===== src/rtl/irq_arbiter_ctrl_if.sv =====
// irq_arbiter_ctrl_if: CPU-facing irq bundle.
// master = controller side, slave = CPU/stimulus side.
interface irq_arbiter_ctrl_if #(
  parameter int N_IRQ = 4,
  parameter int ID_W  = $clog2(N_IRQ)
);
  logic [N_IRQ-1:0] irq_in;
  logic [N_IRQ-1:0] mask;
  logic             int_req;
  logic [ID_W-1:0]  int_id;
  logic             int_ack;
  logic             eoi;
  logic [N_IRQ-1:0] pending;
  logic [N_IRQ-1:0] in_service;

  modport master (
    input  irq_in, mask, int_ack, eoi,
    output int_req, int_id, pending, in_service
  );

  modport slave (
    output irq_in, mask, int_ack, eoi,
    input  int_req, int_id, pending, in_service
  );
endinterface


===== src/rtl/irq_arbiter_ctrl.sv =====
// irq_arbiter_ctrl: edge-latched, masked, fixed-priority
// irq controller with req/ack handshake and EOI tracking.
module irq_arbiter_ctrl #(
  parameter int N_IRQ = 4,
  parameter int ID_W  = $clog2(N_IRQ)
) (
  input logic                clock,
  input logic                resetN,
  irq_arbiter_ctrl_if.master bus
);

  typedef enum logic [1:0] {
    IDLE,
    REQ,
    SERVICE
  } state_t;

  state_t           state;
  logic [N_IRQ-1:0] irq_prev;
  logic [N_IRQ-1:0] pend_q;
  logic [N_IRQ-1:0] insvc_q;
  logic             req_q;
  logic [ID_W-1:0]  id_q;

  logic [N_IRQ-1:0] rise;
  logic [N_IRQ-1:0] cand;
  logic [N_IRQ-1:0] id_oh;
  logic [N_IRQ-1:0] ack_clr;
  logic             ack_ok;
  logic [ID_W-1:0]  win;

  assign rise    = bus.irq_in & ~irq_prev;
  assign cand    = pend_q & ~bus.mask;
  assign id_oh   = N_IRQ'(1) << id_q;
  assign ack_ok  = (state == REQ) && bus.int_ack;
  assign ack_clr = ack_ok ? id_oh : '0;

  // Lowest set candidate index wins (irq 0 highest).
  always_comb begin
    win = '0;
    for (int i = N_IRQ - 1; i >= 0; i--) begin
      if (cand[i]) win = ID_W'(i);
    end
  end

  // Edge latch, pending set-over-clear and handshake FSM.
  always_ff @(posedge clock) begin
    if (!resetN) begin
      state    <= IDLE;
      irq_prev <= '0;
      pend_q   <= '0;
      insvc_q  <= '0;
      req_q    <= 1'b0;
      id_q     <= '0;
    end else begin
      irq_prev <= bus.irq_in;
      pend_q   <= (pend_q & ~ack_clr) | rise;
      unique case (state)
        IDLE: begin
          if (|cand) begin
            id_q  <= win;
            req_q <= 1'b1;
            state <= REQ;
          end
        end
        REQ: begin
          if (bus.int_ack) begin
            req_q   <= 1'b0;
            insvc_q <= id_oh;
            state   <= SERVICE;
          end
        end
        SERVICE: begin
          if (bus.eoi) begin
            insvc_q <= '0;
            state   <= IDLE;
          end
        end
        default: state <= IDLE;
      endcase
    end
  end

  assign bus.int_req    = req_q;
  assign bus.int_id     = id_q;
  assign bus.pending    = pend_q;
  assign bus.in_service = insvc_q;

endmodule


===== src/flat_wrapper.sv =====
// flat-port wrapper written by rule: the top's interface ports become plain ports
module irq_arbiter_ctrl_flat 
#(
  parameter int N_IRQ = 4,
  parameter int ID_W  = $clog2(N_IRQ)
)
  (clock, resetN, bus_irq_in, bus_mask, bus_int_ack, bus_eoi, bus_int_req, bus_int_id, bus_pending, bus_in_service);
  irq_arbiter_ctrl_if #(.N_IRQ(N_IRQ), .ID_W(ID_W)) bus_i ();
  input logic clock;
  input logic resetN;
  input wire logic [$bits(bus_i.irq_in)-1:0] bus_irq_in;
  input wire logic [$bits(bus_i.mask)-1:0] bus_mask;
  input wire logic [$bits(bus_i.int_ack)-1:0] bus_int_ack;
  input wire logic [$bits(bus_i.eoi)-1:0] bus_eoi;
  output wire logic [$bits(bus_i.int_req)-1:0] bus_int_req;
  output wire logic [$bits(bus_i.int_id)-1:0] bus_int_id;
  output wire logic [$bits(bus_i.pending)-1:0] bus_pending;
  output wire logic [$bits(bus_i.in_service)-1:0] bus_in_service;
  assign bus_i.irq_in = bus_irq_in;
  assign bus_i.mask = bus_mask;
  assign bus_i.int_ack = bus_int_ack;
  assign bus_i.eoi = bus_eoi;
  assign bus_int_req = bus_i.int_req;
  assign bus_int_id = bus_i.int_id;
  assign bus_pending = bus_i.pending;
  assign bus_in_service = bus_i.in_service;
  irq_arbiter_ctrl #(.N_IRQ(N_IRQ), .ID_W(ID_W)) u_core (.clock(clock), .resetN(resetN), .bus(bus_i));
endmodule

===== config.mk =====
export PLATFORM = sky130hd
export DESIGN_NAME = irq_arbiter_ctrl_flat
export DESIGN_NICKNAME = d
export VERILOG_FILES = /design/src/rtl/irq_arbiter_ctrl_if.sv /design/src/rtl/irq_arbiter_ctrl.sv /design/src/flat_wrapper.sv
export SDC_FILE = /design/constraint.sdc
export NUM_CORES = 1
export LEC_CHECK = 0
export ABC_CLOCK_PERIOD_IN_PS = 2100
export CAP_MARGIN = 20
export CORE_MARGIN = 5
export CORE_UTILIZATION = 45
export DETAILED_ROUTE_END_ITERATION = 12
export PLACE_DENSITY_LB_ADDON = 0.25
export REMOVE_ABC_BUFFERS = 1
export SETUP_SLACK_MARGIN = 0.02
export SLEW_MARGIN = 20
export SYNTH_ARGS = -nofsm -noshare
export SYNTH_HDL_FRONTEND = slang
export SYNTH_SLANG_ARGS = --single-unit

===== constraint.sdc =====
create_clock -name clock -period 2.1 [get_ports clock]
set_clock_uncertainty 0.05 [all_clocks]
set_input_delay 0.42 -clock clock [delete_from_list [all_inputs] [get_ports clock]]
set_output_delay 0.42 -clock clock [all_outputs]
set_load 0.005 [all_outputs]

==> out/results.tsv <==
stage	metric	value	unit
critical_path	Worst path slowest cell	clkdlybuf4s50_1	
sta	unrepaired setup endpoints after global routing	false	
pwr	Leak Pwr	0.380	nW
place	placement-stage cell area	882	µm²
critical_path	largest driver fanout on the critical path	6	
clock_tree	CTS tree	done	
routing	DR vias	586	
worst_hold_path	start point of the worst hold path	u_core.irq_prev[3]	
critical_path	buffers plus inverters on the worst setup path	1	
floorplanning	Core ar.	0.00132	mm²
pwr	Power Density	728	mW/mm²
sta	total of endpoints with negative setup slack in the final report	0	
logic_synthesis	ys flop type	dfxtp_1	
finish	leading cell type in the layout, fill and taps excluded	clkdlybuf4s50_1	
critical_path	reg2reg start	u_core.state[1]	
critical_path	data arrival time of the critical path	1240	ps
clock_tree	Clk Latency, worst-skew pair	280	ps
sta	Worst-Margin Slew	321	ps
pwr	Worst VDD drop	0.000530	V
finish	antenna diode instance count	0	
logic_synthesis	Post-Synthesis Cell Area	639	µm²
sta	Slew Viols, Final	0	
finish	number of filler cells placed in the layout	118	
clock_tree	Clock H-tree levels	1	
logic_synthesis	Yosys Warn Count	0	
critical_path	max incr delay on CP	530	ps
critical_path	Worst setup SP type	flip-flop	
place	pre-CTS setup slack	357	ps
logic_synthesis	number of enable flip-flop cells after synthesis	0	
outcome	status	finished clean	
routing	routed len/inst	12.2	µm
finish	Syn-to-layout area delta	42.1	%
logic_synthesis	Post-Synthesis Mean Instance Area	8.64	µm²
global_route	GR Util All Layers	16.3	%
clock_tree	number of setup buffers added after CTS	0	
sta	Final TNS setup	0	ps
clock_tree	number of sinks driven by the clock tree	17	
global_route	number of global-route vias before repair	596	
logic_synthesis	Synth Register Bits	17	
logic_synthesis	fraction of registers with async set or reset after synthesis	0	%
floorplanning	horizontal die dimension	47.7	µm
clock_tree	total clock buffers created by CTS	3	
finish	final design instance area without fill	908	µm²
finish	count of placed standard cells in the final layout, fillers left out	115	
critical_path	critical path type	flip-flop to output port	
place	placed wire-length estimate after detailed placement	1100	µm
routing	post-detailed-routing wire length	1400	µm
clock_tree	Resized Gates After CTS	0	
routing	router iterations before antenna repair	4	
logic_synthesis	sequential area share after synthesis	53.2	%
floorplanning	effective utilization at floorplan	48.5	%
clock_tree	maximum root-to-sink buffer count	2	
routing	Final ANT Viol Nets	0	
global_route	antenna violations before repair	0	
finish	top library cells by usage in the layout, fill and taps aside	clkdlybuf4s50_1, dfxtp_1, nand2_1, inv_1, a21oi_1	
global_route	wire length of the first global-routing pass	2480	µm
critical_path	series of cell instances along the critical path	clkdlybuf4s50_1	
sta	crit share post-route	81.6	%
place	Port-buffer cells	22	
routing	via density per instance	5.10	
logic_synthesis	Cells after Synth	74	
clock_tree	CTS root buffer	clkbuf_4	
place	number of cells in the design after placement	111	
floorplanning	die boundary height	47.7	µm
place	RePlAce Congestion	0.717	
finish	share of layout cells above drive strength 1	6.00	%
floorplanning	die footprint	0.00227	mm²
sta	Final Hold Vio Count	0	
critical_path	kind of cell adding the most delay to the critical path	buffers and inverters	
routing	detailed-route DRC error count	0	
clock_tree	Clk pin slew, worst setup/hold paths	90	ps
routing	Initial DRC Count	4	
floorplanning	number of cell rows	13	
global_route	overflow left after global routing	0	
worst_hold_path	class of the most critical hold timing path	flip-flop to flip-flop	
logic_synthesis	post-synth cell types	22	
sta	PnR worst setup slack	386	ps
floorplanning	num ports	23	
sta	Fin Hold WS	363	ps
clock_tree	number of buffers added to fix hold violations after cts	0	
critical_path	WP data required	1630	ps
finish	final layout net count	113	
sta	highest clock rate	0.583	GHz
sta	final critical delay including setup and external delays	1710	ps
global_route	pin count of the biggest net entering global routing	11	
sta	worst rel slew slack	78.6	%
flow_run	max cap viols	0	
critical_path	kind of end point of the critical path	output port	
critical_path	startpoint of the worst setup timing path	u_core.bus.int_id[0]	
flip-flops by register name (all words and copies together), names as in the netlist:
| signal | count |
|---|---|
| u_core.bus.in_service | 4 |
| u_core.bus.pending | 4 |
| u_core.irq_prev | 4 |
| u_core.bus.int_id | 2 |
| u_core.state | 2 |
| u_core.bus.int_req | 1 |
Yosys cell counts (2+ instances only):
master	n	area [µm²]
o22ai_1	3	18.8
a21oi_1	6	30.0
nand2b_1	4	25.0
nand3_1	4	20.0
nand2_1	13	48.8
dfxtp_1	17	340
nor3b_1	2	15.0
inv_1	7	26.3
nor2_1	5	18.8
path summary, 6_finish.rpt:
kind,end,slack (ps),cells after the start
worst max-delay path,bus_int_id[0],390,1
worst max register to register,u_core.bus.pending[1],830,3
worst min register to register,u_core.bus.pending[3],360,1
worst min-delay path,u_core.bus.pending[3],360,1
layout make-up:
type | instances | area (µm²) | area share [%]
Sequential cell | 17 | 340 | 37.5
Multi-Input combinational cell | 49 | 269 | 29.6
Timing Repair Buffer | 23 | 228 | 25.1
Clock buffer | 4 | 26.3 | 2.89
Inverter | 7 | 26.3 | 2.89
Tap cell | 15 | 18.8 | 2.07
power breakdown:
part	total, W	internal, W	switching (W)
Sequential	0.000369	0.000348	0.0000209
Combinational	0.000124	0.0000732	0.0000510
Clock	0.000168	0.0000738	0.0000946
Total	0.000661	0.000495	0.000167
metrics by stage:
stage	util [%]	total power, W
2_1_floorplan	-	0.000429
3_3_place_gp	67.0	0.000498
3_5_place_dp	67.0	0.000502
4_1_cts	68.9	0.000669
5_1_grt	68.9	0.000705
6_report	68.9	0.000661
kinds of logic after synthesis:
logic type             synth area share, %
AND/OR/NAND/NOR                       25.2
flip-flops                            53.2
AO/OA/AOI/OAI                         15.3
buffers and inverters                 4.70
multiplexers                          1.57
metal layers:
metal	global-route usage, %	wire (µm)	vias up
li1	-	-	305
met1	18.9	585	264
met2	25.6	695	12
met3	7.14	93	5
met4	8.06	25	0
met5	0	0	-
Power figures use the tool's default switching activity.
